### src/rtl/mc_control_unit_v2.sv
// Multi-cycle control FSM driving the datapath strobes, with memory wait states,
// bus timeout, HALT and a retired-instruction counter. `define IRQ_EN adds irq/irq_ack and RETI.
module mc_control_unit_v2 #(
    parameter int OPCODE_W    = 5,
    parameter int ALU_CTRL_W  = 5,
    parameter int MEM_TIMEOUT = 16,
    parameter int CNT_W       = 16
) (
    input  logic                  clk,
    input  logic                  rst,
    input  logic [OPCODE_W-1:0]   opcode,
    input  logic                  zero_flag,
    input  logic                  mem_ready,
`ifdef IRQ_EN
    input  logic                  irq,
    output logic                  irq_ack,
`endif
    output logic                  inst_read,
    output logic                  ir_write,
    output logic                  pc_write,
    output logic [1:0]            pc_source,
    output logic                  mem_read,
    output logic                  mem_write,
    output logic                  reg_write,
    output logic                  alu_src_b,
    output logic [1:0]            reg_dst,
    output logic [1:0]            mem_to_reg,
    output logic [ALU_CTRL_W-1:0] alu_control,
    output logic                  halted,
    output logic                  bus_error,
    output logic                  illegal_op,
    output logic [CNT_W-1:0]      instr_count
);

    localparam logic [3:0] S_RESET  = 4'd0;
    localparam logic [3:0] S_FETCH  = 4'd1;
    localparam logic [3:0] S_DECODE = 4'd2;
    localparam logic [3:0] S_EXEC_R = 4'd3;
    localparam logic [3:0] S_WB_R   = 4'd4;
    localparam logic [3:0] S_EXEC_I = 4'd5;
    localparam logic [3:0] S_WB_I   = 4'd6;
    localparam logic [3:0] S_ADDR   = 4'd7;
    localparam logic [3:0] S_MEM_RD = 4'd8;
    localparam logic [3:0] S_WB_LD  = 4'd9;
    localparam logic [3:0] S_MEM_WR = 4'd10;
    localparam logic [3:0] S_BR     = 4'd11;
    localparam logic [3:0] S_JMP    = 4'd12;
    localparam logic [3:0] S_HALT   = 4'd13;
`ifdef IRQ_EN
    localparam logic [3:0] S_IRQ    = 4'd14;
`endif

    localparam logic [OPCODE_W-1:0] OP_NOP  = OPCODE_W'(5'h00);
    localparam logic [OPCODE_W-1:0] OP_ADD  = OPCODE_W'(5'h01);
    localparam logic [OPCODE_W-1:0] OP_SUB  = OPCODE_W'(5'h02);
    localparam logic [OPCODE_W-1:0] OP_AND  = OPCODE_W'(5'h03);
    localparam logic [OPCODE_W-1:0] OP_OR   = OPCODE_W'(5'h04);
    localparam logic [OPCODE_W-1:0] OP_XOR  = OPCODE_W'(5'h05);
    localparam logic [OPCODE_W-1:0] OP_ADDI = OPCODE_W'(5'h06);
    localparam logic [OPCODE_W-1:0] OP_LW   = OPCODE_W'(5'h07);
    localparam logic [OPCODE_W-1:0] OP_SW   = OPCODE_W'(5'h08);
    localparam logic [OPCODE_W-1:0] OP_BEQ  = OPCODE_W'(5'h09);
    localparam logic [OPCODE_W-1:0] OP_BNE  = OPCODE_W'(5'h0A);
    localparam logic [OPCODE_W-1:0] OP_JMP  = OPCODE_W'(5'h0B);
    localparam logic [OPCODE_W-1:0] OP_JAL  = OPCODE_W'(5'h0C);
    localparam logic [OPCODE_W-1:0] OP_HLT  = OPCODE_W'(5'h1F);
`ifdef IRQ_EN
    localparam logic [OPCODE_W-1:0] OP_RETI = OPCODE_W'(5'h0D);
`endif

    localparam logic [ALU_CTRL_W-1:0] ALU_ADD = ALU_CTRL_W'(0);
    localparam logic [ALU_CTRL_W-1:0] ALU_SUB = ALU_CTRL_W'(1);
    localparam logic [ALU_CTRL_W-1:0] ALU_AND = ALU_CTRL_W'(2);
    localparam logic [ALU_CTRL_W-1:0] ALU_OR  = ALU_CTRL_W'(3);
    localparam logic [ALU_CTRL_W-1:0] ALU_XOR = ALU_CTRL_W'(4);

    // Counter only needs to reach MEM_TIMEOUT-1 before the timeout fires.
    localparam int WAIT_W = (MEM_TIMEOUT > 1) ? $clog2(MEM_TIMEOUT + 1) : 1;
    localparam logic [WAIT_W-1:0] WAIT_LAST =
        (MEM_TIMEOUT > 0) ? WAIT_W'(MEM_TIMEOUT - 1) : '0;

    logic [3:0]        state_q, state_d;
    logic [WAIT_W-1:0] wait_q, wait_d;
    logic [CNT_W-1:0]  cnt_q, cnt_d;
    logic              bus_err_q, bus_err_d;
    logic              retire;
    logic              wait_st;
    logic              tmo;
    logic              is_r;
`ifdef IRQ_EN
    logic              in_isr_q, in_isr_d;
`endif

    assign is_r = (opcode == OP_ADD) || (opcode == OP_SUB) ||
                  (opcode == OP_AND) || (opcode == OP_OR)  ||
                  (opcode == OP_XOR);

    assign wait_st = (state_q == S_FETCH) || (state_q == S_MEM_RD) ||
                     (state_q == S_MEM_WR);

    // A completing handshake in the last allowed cycle wins over the timeout.
    assign tmo = (MEM_TIMEOUT > 0) && wait_st && !mem_ready &&
                 (wait_q == WAIT_LAST);

    // Next-state, retirement, wait counter and sticky error logic.
    always_comb begin
        state_d   = state_q;
        retire    = 1'b0;
        bus_err_d = bus_err_q | tmo;
        wait_d    = (wait_st && !mem_ready && !tmo) ? wait_q + 1'b1 : '0;
`ifdef IRQ_EN
        in_isr_d  = in_isr_q;
`endif
        case (state_q)
            S_RESET:  state_d = S_FETCH;
            S_FETCH: begin
                if (mem_ready)  state_d = S_DECODE;
                else if (tmo)   state_d = S_HALT;
            end
            S_DECODE: begin
                if (is_r)                                   state_d = S_EXEC_R;
                else if (opcode == OP_ADDI)                 state_d = S_EXEC_I;
                else if (opcode == OP_LW || opcode == OP_SW) state_d = S_ADDR;
                else if (opcode == OP_BEQ || opcode == OP_BNE) state_d = S_BR;
                else if (opcode == OP_JMP || opcode == OP_JAL) state_d = S_JMP;
`ifdef IRQ_EN
                else if (opcode == OP_RETI)                 state_d = S_JMP;
`endif
                else if (opcode == OP_HLT)                  state_d = S_HALT;
                else if (opcode == OP_NOP)                  retire  = 1'b1;
                else                                        state_d = S_FETCH;
            end
            S_EXEC_R: state_d = S_WB_R;
            S_WB_R:   retire  = 1'b1;
            S_EXEC_I: state_d = S_WB_I;
            S_WB_I:   retire  = 1'b1;
            S_ADDR:   state_d = (opcode == OP_LW) ? S_MEM_RD : S_MEM_WR;
            S_MEM_RD: begin
                if (mem_ready)  state_d = S_WB_LD;
                else if (tmo)   state_d = S_HALT;
            end
            S_WB_LD:  retire  = 1'b1;
            S_MEM_WR: begin
                if (mem_ready)  retire  = 1'b1;
                else if (tmo)   state_d = S_HALT;
            end
            S_BR:     retire  = 1'b1;
            S_JMP: begin
                retire = 1'b1;
`ifdef IRQ_EN
                if (opcode == OP_RETI) in_isr_d = 1'b0;
`endif
            end
            S_HALT:   state_d = S_HALT;
`ifdef IRQ_EN
            S_IRQ: begin
                state_d  = S_FETCH;
                in_isr_d = 1'b1;
            end
`endif
            default:  state_d = S_RESET;
        endcase
        if (retire) begin
            state_d = S_FETCH;
`ifdef IRQ_EN
            if (irq && !in_isr_d) state_d = S_IRQ;
`endif
        end
        cnt_d = cnt_q + CNT_W'(retire);
    end

    // State and bookkeeping registers; reset aborts any instruction at once.
    always_ff @(posedge clk or negedge rst) begin
        if (!rst) begin
            state_q   <= S_RESET;
            wait_q    <= '0;
            cnt_q     <= '0;
            bus_err_q <= 1'b0;
`ifdef IRQ_EN
            in_isr_q  <= 1'b0;
`endif
        end else begin
            state_q   <= state_d;
            wait_q    <= wait_d;
            cnt_q     <= cnt_d;
            bus_err_q <= bus_err_d;
`ifdef IRQ_EN
            in_isr_q  <= in_isr_d;
`endif
        end
    end

    // Strobes decoded from the registered state (Moore, except FETCH/BR qualifiers).
    always_comb begin
        inst_read   = 1'b0;
        ir_write    = 1'b0;
        pc_write    = 1'b0;
        pc_source   = 2'b00;
        mem_read    = 1'b0;
        mem_write   = 1'b0;
        reg_write   = 1'b0;
        alu_src_b   = 1'b0;
        reg_dst     = 2'b00;
        mem_to_reg  = 2'b00;
        alu_control = ALU_ADD;
        illegal_op  = 1'b0;
`ifdef IRQ_EN
        irq_ack     = 1'b0;
`endif
        case (state_q)
            S_FETCH: begin
                inst_read = 1'b1;
                ir_write  = mem_ready;
                pc_write  = mem_ready;
            end
            S_DECODE: begin
                illegal_op = !(is_r || opcode == OP_NOP || opcode == OP_ADDI ||
                               opcode == OP_LW || opcode == OP_SW ||
                               opcode == OP_BEQ || opcode == OP_BNE ||
                               opcode == OP_JMP || opcode == OP_JAL ||
`ifdef IRQ_EN
                               opcode == OP_RETI ||
`endif
                               opcode == OP_HLT);
            end
            S_EXEC_R: begin
                if (opcode == OP_SUB)      alu_control = ALU_SUB;
                else if (opcode == OP_AND) alu_control = ALU_AND;
                else if (opcode == OP_OR)  alu_control = ALU_OR;
                else if (opcode == OP_XOR) alu_control = ALU_XOR;
                else                       alu_control = ALU_ADD;
            end
            S_WB_R: begin
                reg_write = 1'b1;
                reg_dst   = 2'b01;
            end
            S_EXEC_I: alu_src_b = 1'b1;
            S_WB_I:   reg_write = 1'b1;
            S_ADDR:   alu_src_b = 1'b1;
            S_MEM_RD: mem_read  = 1'b1;
            S_WB_LD: begin
                reg_write  = 1'b1;
                mem_to_reg = 2'b01;
            end
            S_MEM_WR: mem_write = 1'b1;
            S_BR: begin
                alu_control = ALU_SUB;
                pc_source   = 2'b01;
                pc_write    = (opcode == OP_BEQ) ? zero_flag : !zero_flag;
            end
            S_JMP: begin
                pc_write  = 1'b1;
                pc_source = 2'b10;
                if (opcode == OP_JAL) begin
                    reg_write  = 1'b1;
                    reg_dst    = 2'b10;
                    mem_to_reg = 2'b10;
                end
            end
`ifdef IRQ_EN
            S_IRQ: begin
                pc_write   = 1'b1;
                pc_source  = 2'b11;
                reg_write  = 1'b1;
                reg_dst    = 2'b10;
                mem_to_reg = 2'b10;
                irq_ack    = 1'b1;
            end
`endif
            default: ;
        endcase
    end

    assign halted      = (state_q == S_HALT);
    assign bus_error   = bus_err_q;
    assign instr_count = cnt_q;

endmodule
### config.mk
export PLATFORM = sky130hd
export DESIGN_NAME = mc_control_unit_v2
export DESIGN_NICKNAME = d
export VERILOG_FILES = /design/src/rtl/mc_control_unit_v2.sv
export SDC_FILE = /design/constraint.sdc
export NUM_CORES = 1
export LEC_CHECK = 0
export CAP_MARGIN = 0
export CORE_ASPECT_RATIO = 1.25
export CORE_MARGIN = 2
export CORE_UTILIZATION = 48
export DETAILED_ROUTE_END_ITERATION = 6
export PLACE_DENSITY = 0.8
export SETUP_SLACK_MARGIN = 0.2
export SYNTH_ARGS = -nofsm -noshare
export SYNTH_HDL_FRONTEND = slang
export SYNTH_SLANG_ARGS = --single-unit
### constraint.sdc
create_clock -name clk -period 2.7 [get_ports clk]
set_clock_uncertainty 0.05 [all_clocks]
set_input_delay 0.27 -clock clk [delete_from_list [all_inputs] [get_ports clk]]
set_output_delay 0.27 -clock clk [all_outputs]
set_load 0.03 [all_outputs]
==> impl_metrics.py <==
metrics = {
    "route": {
        "wl_mm": 3.783,
        "vias_per_cell": 5.541,
        "dr.pass1.iters": 4,
        "drtIter0Drc": 44,
        "vias": 1568,
        "antenna_left": 0,
        "drcViolationCount": 0,
        "route.detailed.wl_per_inst_um": 13.37,
    },
    "clock_network": {
        "clk_latency_ns": 0.26,
        "cts_root_buffer": "clkbuf_8",
        "clk_pin_slew_worst_paths_ns": 0.09,
        "postCtsHoldBufs": 0,
        "cts_setup_buffers": 0,
        "numCtsBuffers": 3,
        "cts_tree": "done",
        "h-tree-depth": 1,
        "cts_sinks": 26,
        "cts_max_path_buffers": 2,
    },
    "floorplanning": {
        "rows": 24,
        "io_pins": 46,
        "coreArea_um2": 3423,
        "die_area_um2": 3979,
        "initial_core_util": 0.4890,
        "die_w_um": 56.82,
        "fp.dieH_um": 70.03,
    },
    "placed_design": {
        "place_congestion": 0.9187,
        "postPlaceCellArea_um2": 2203,
        "dp_hpwl_mm": 2.876,
        "placedCellCount": 279,
        "portBuffers": 43,
    },
    "synthesis": {
        "synth_edf_count": 0,
        "yosysWarnings": 0,
        "synth_cell_types": 42,
        "syn_area_um2": 1674,
        "synth_seq_cells": 26,
        "syn_avg_cell_area_um2": 8.585,
        "ys.flop_type": "dfrtp_1",
        "async_flop_share": 1.000,
        "synth.yosys.seq_area_share": 0.3886,
        "synthCells": 195,
    },
    "flow_run": {
        "cap_violations": 0,
    },
    "setup_path": {
        "critical_path.top_delay_family": "buffers and inverters",
        "startpoint": "opcode[0]",
        "crit_path_max_fanout": 4,
        "max_stage_delay_ns": 0.67,
        "crit_path_frequent_cell": "clkdlybuf4s50_1",
        "crit_type": "input pin to primary output",
        "crit_arrival_ns": 2.07,
        "path_buf_inv": 2,
        "path_cells": "clkdlybuf4s50_1 > or2_2 > nor2_1 > and3_1 > clkdlybuf4s50_1",
        "r2r-start": "state_q[3]",
        "endpoint_kind": "primary output",
        "critPathLaunchType": "input pin",
        "crit_required_ns": 2.38,
        "critical_path.slowest_cell": "clkdlybuf4s50_1",
    },
    "global_routing": {
        "grt_pass1_wl_mm": 6.368,
        "use_met2": 0.3682,
        "grt.total_usage": 0.1979,
        "grt_overflow": 0,
        "first_global_vias": 1471,
        "gr-max-usage-layer": "met2",
        "grt_util_met1": 0.2151,
        "antenna_found_initial": 0,
        "grt_max_degree": 27,
        "grt_util_met3": 0.02222,
    },
    "cells_and_area": {
        "nets": 259,
        "fillCellCount": 299,
        "drive_above_1_share": 0.1230,
        "final_cells": 283,
        "diodes": 0,
        "syn_to_final_growth_pct": 36.70,
        "final_cell_area_um2": 2288,
    },
    "power": {
        "peakVddDrop_v": 0.0005881,
        "power.density_nw_per_um2": 771.2,
        "leakagePower_uw": 0.0009782,
    },
    "timing": {
        "maxSlewViolCount": 0,
        "clock.fmax_mhz": 417.9,
        "tns_ns": 0,
        "post-route-min-period_ns": 2.393,
        "hold_viol": 0,
        "finalCritPeriodShare": 0.8863,
        "finalSetupViolCount": 0,
        "grt_setup_unrepaired": "no",
    },
    "worst_hold_path": {
        "hold_class": "input pin to asynchronous set/reset pin",
    },
    "run_status": {
        "status": "finished, final reports clean",
    },
}
cells by family after synthesis:
| kind of cell | synth area share |
|---|---|
| AO/OA/AOI/OAI | 0.1159 |
| XOR/XNOR | 0.09940 |
| adder cells (fa/ha/maj) | 0.03737 |
| buffers and inverters | 0.05082 |
| flip-flops | 0.3886 |
| other | 0.002240 |
| AND/OR/NAND/NOR | 0.3057 |
power breakdown:
part / switching [uW] / total, uW / internal, uW
registers: 92.5 / 555 / 463
logic: 557 / 965 / 408
clock network: 114 / 244 / 130
cell type report:
class	instances	area [um^2]	share of cell area
sequential	26	650.6	0.2843
inverter	7	26.28	0.01148
tap	39	48.80	0.02132
timing repair buffer	57	533.0	0.2329
clock buffer	4	55.05	0.02406
multi-input combinational	150	974.7	0.4259
routing by layer:
metal,vias to the layer above,part of all wire
met5,-,0
met4,0,0.029
met3,9,0.034
met2,44,0.51
met1,740,0.42
li1,775,-
worst paths after layout:
kind	slack (ns)	to	cells past startpoint
max reg2reg	0.31	instr_count[12]	9
min	0.31	instr_count[7]	2
min reg2reg	0.42	wait_q[0]	1
min in group clk	0.42	wait_q[0]	1
max	0.31	reg_dst[1]	5
max in group asynchronous	2.05	wait_q[3]	2
synth_stat cells (4+ instances only):
cell | number | area (um^2)
ha_1 | 5 | 62.56
xnor2_1 | 13 | 113.9
a21oi_1 | 8 | 40.04
dfrtp_1 | 26 | 650.6
or2_2 | 4 | 25.02
inv_1 | 7 | 26.28
nor3_1 | 10 | 50.05
nor2_1 | 22 | 82.58
nand3_1 | 7 | 35.03
nand2b_1 | 12 | 75.07
clkbuf_1 | 8 | 30.03
xor2_1 | 6 | 52.55
o21ai_0 | 7 | 35.03
nand2_1 | 8 | 30.03
nand4_1 | 9 | 56.30
registers in the layout (all words and copies together), names as in the netlist:
name and flops:
instr_count 16, bus_error 1, wait_q 5, state_q 4
layout by cell type (no fill, tap or decap), drive strengths merged, types with 4 or more instances in the layout:
cell,count
clkdlybuf4s50,35
dfrtp,26
nor2,22
buf,14
xnor2,13
nand2b,12
nor3,10
nand4,9
nand2,8
a21oi,8
inv,7
o21ai,7
nand3,7
xor2,6
clkbuf,5
ha,5
or2,4
dlygate4sd2,4
stage by stage:
step	worst slack, ns	hold slack [ns]	total power, uW	utilization
final	0.3069	0.3096	1765	0.6685
after global routing	0.2308	0.3528	1873	0.6685
after CTS	0.2007	0.3225	1748	0.6608
after detailed placement	-0.07306	0.4115	1501	0.6436
after global placement	-0.03205	0.4028	1495	0.6436
after floorplan	0.2316	-0.07559	1142	-
what timing repair did:
item                       4_1_cts  5_1_grt
pin swaps                        0        5
setup endpoints to repair        6        8
gates resized for setup          9       10
Power figures use the tool's default switching activity.
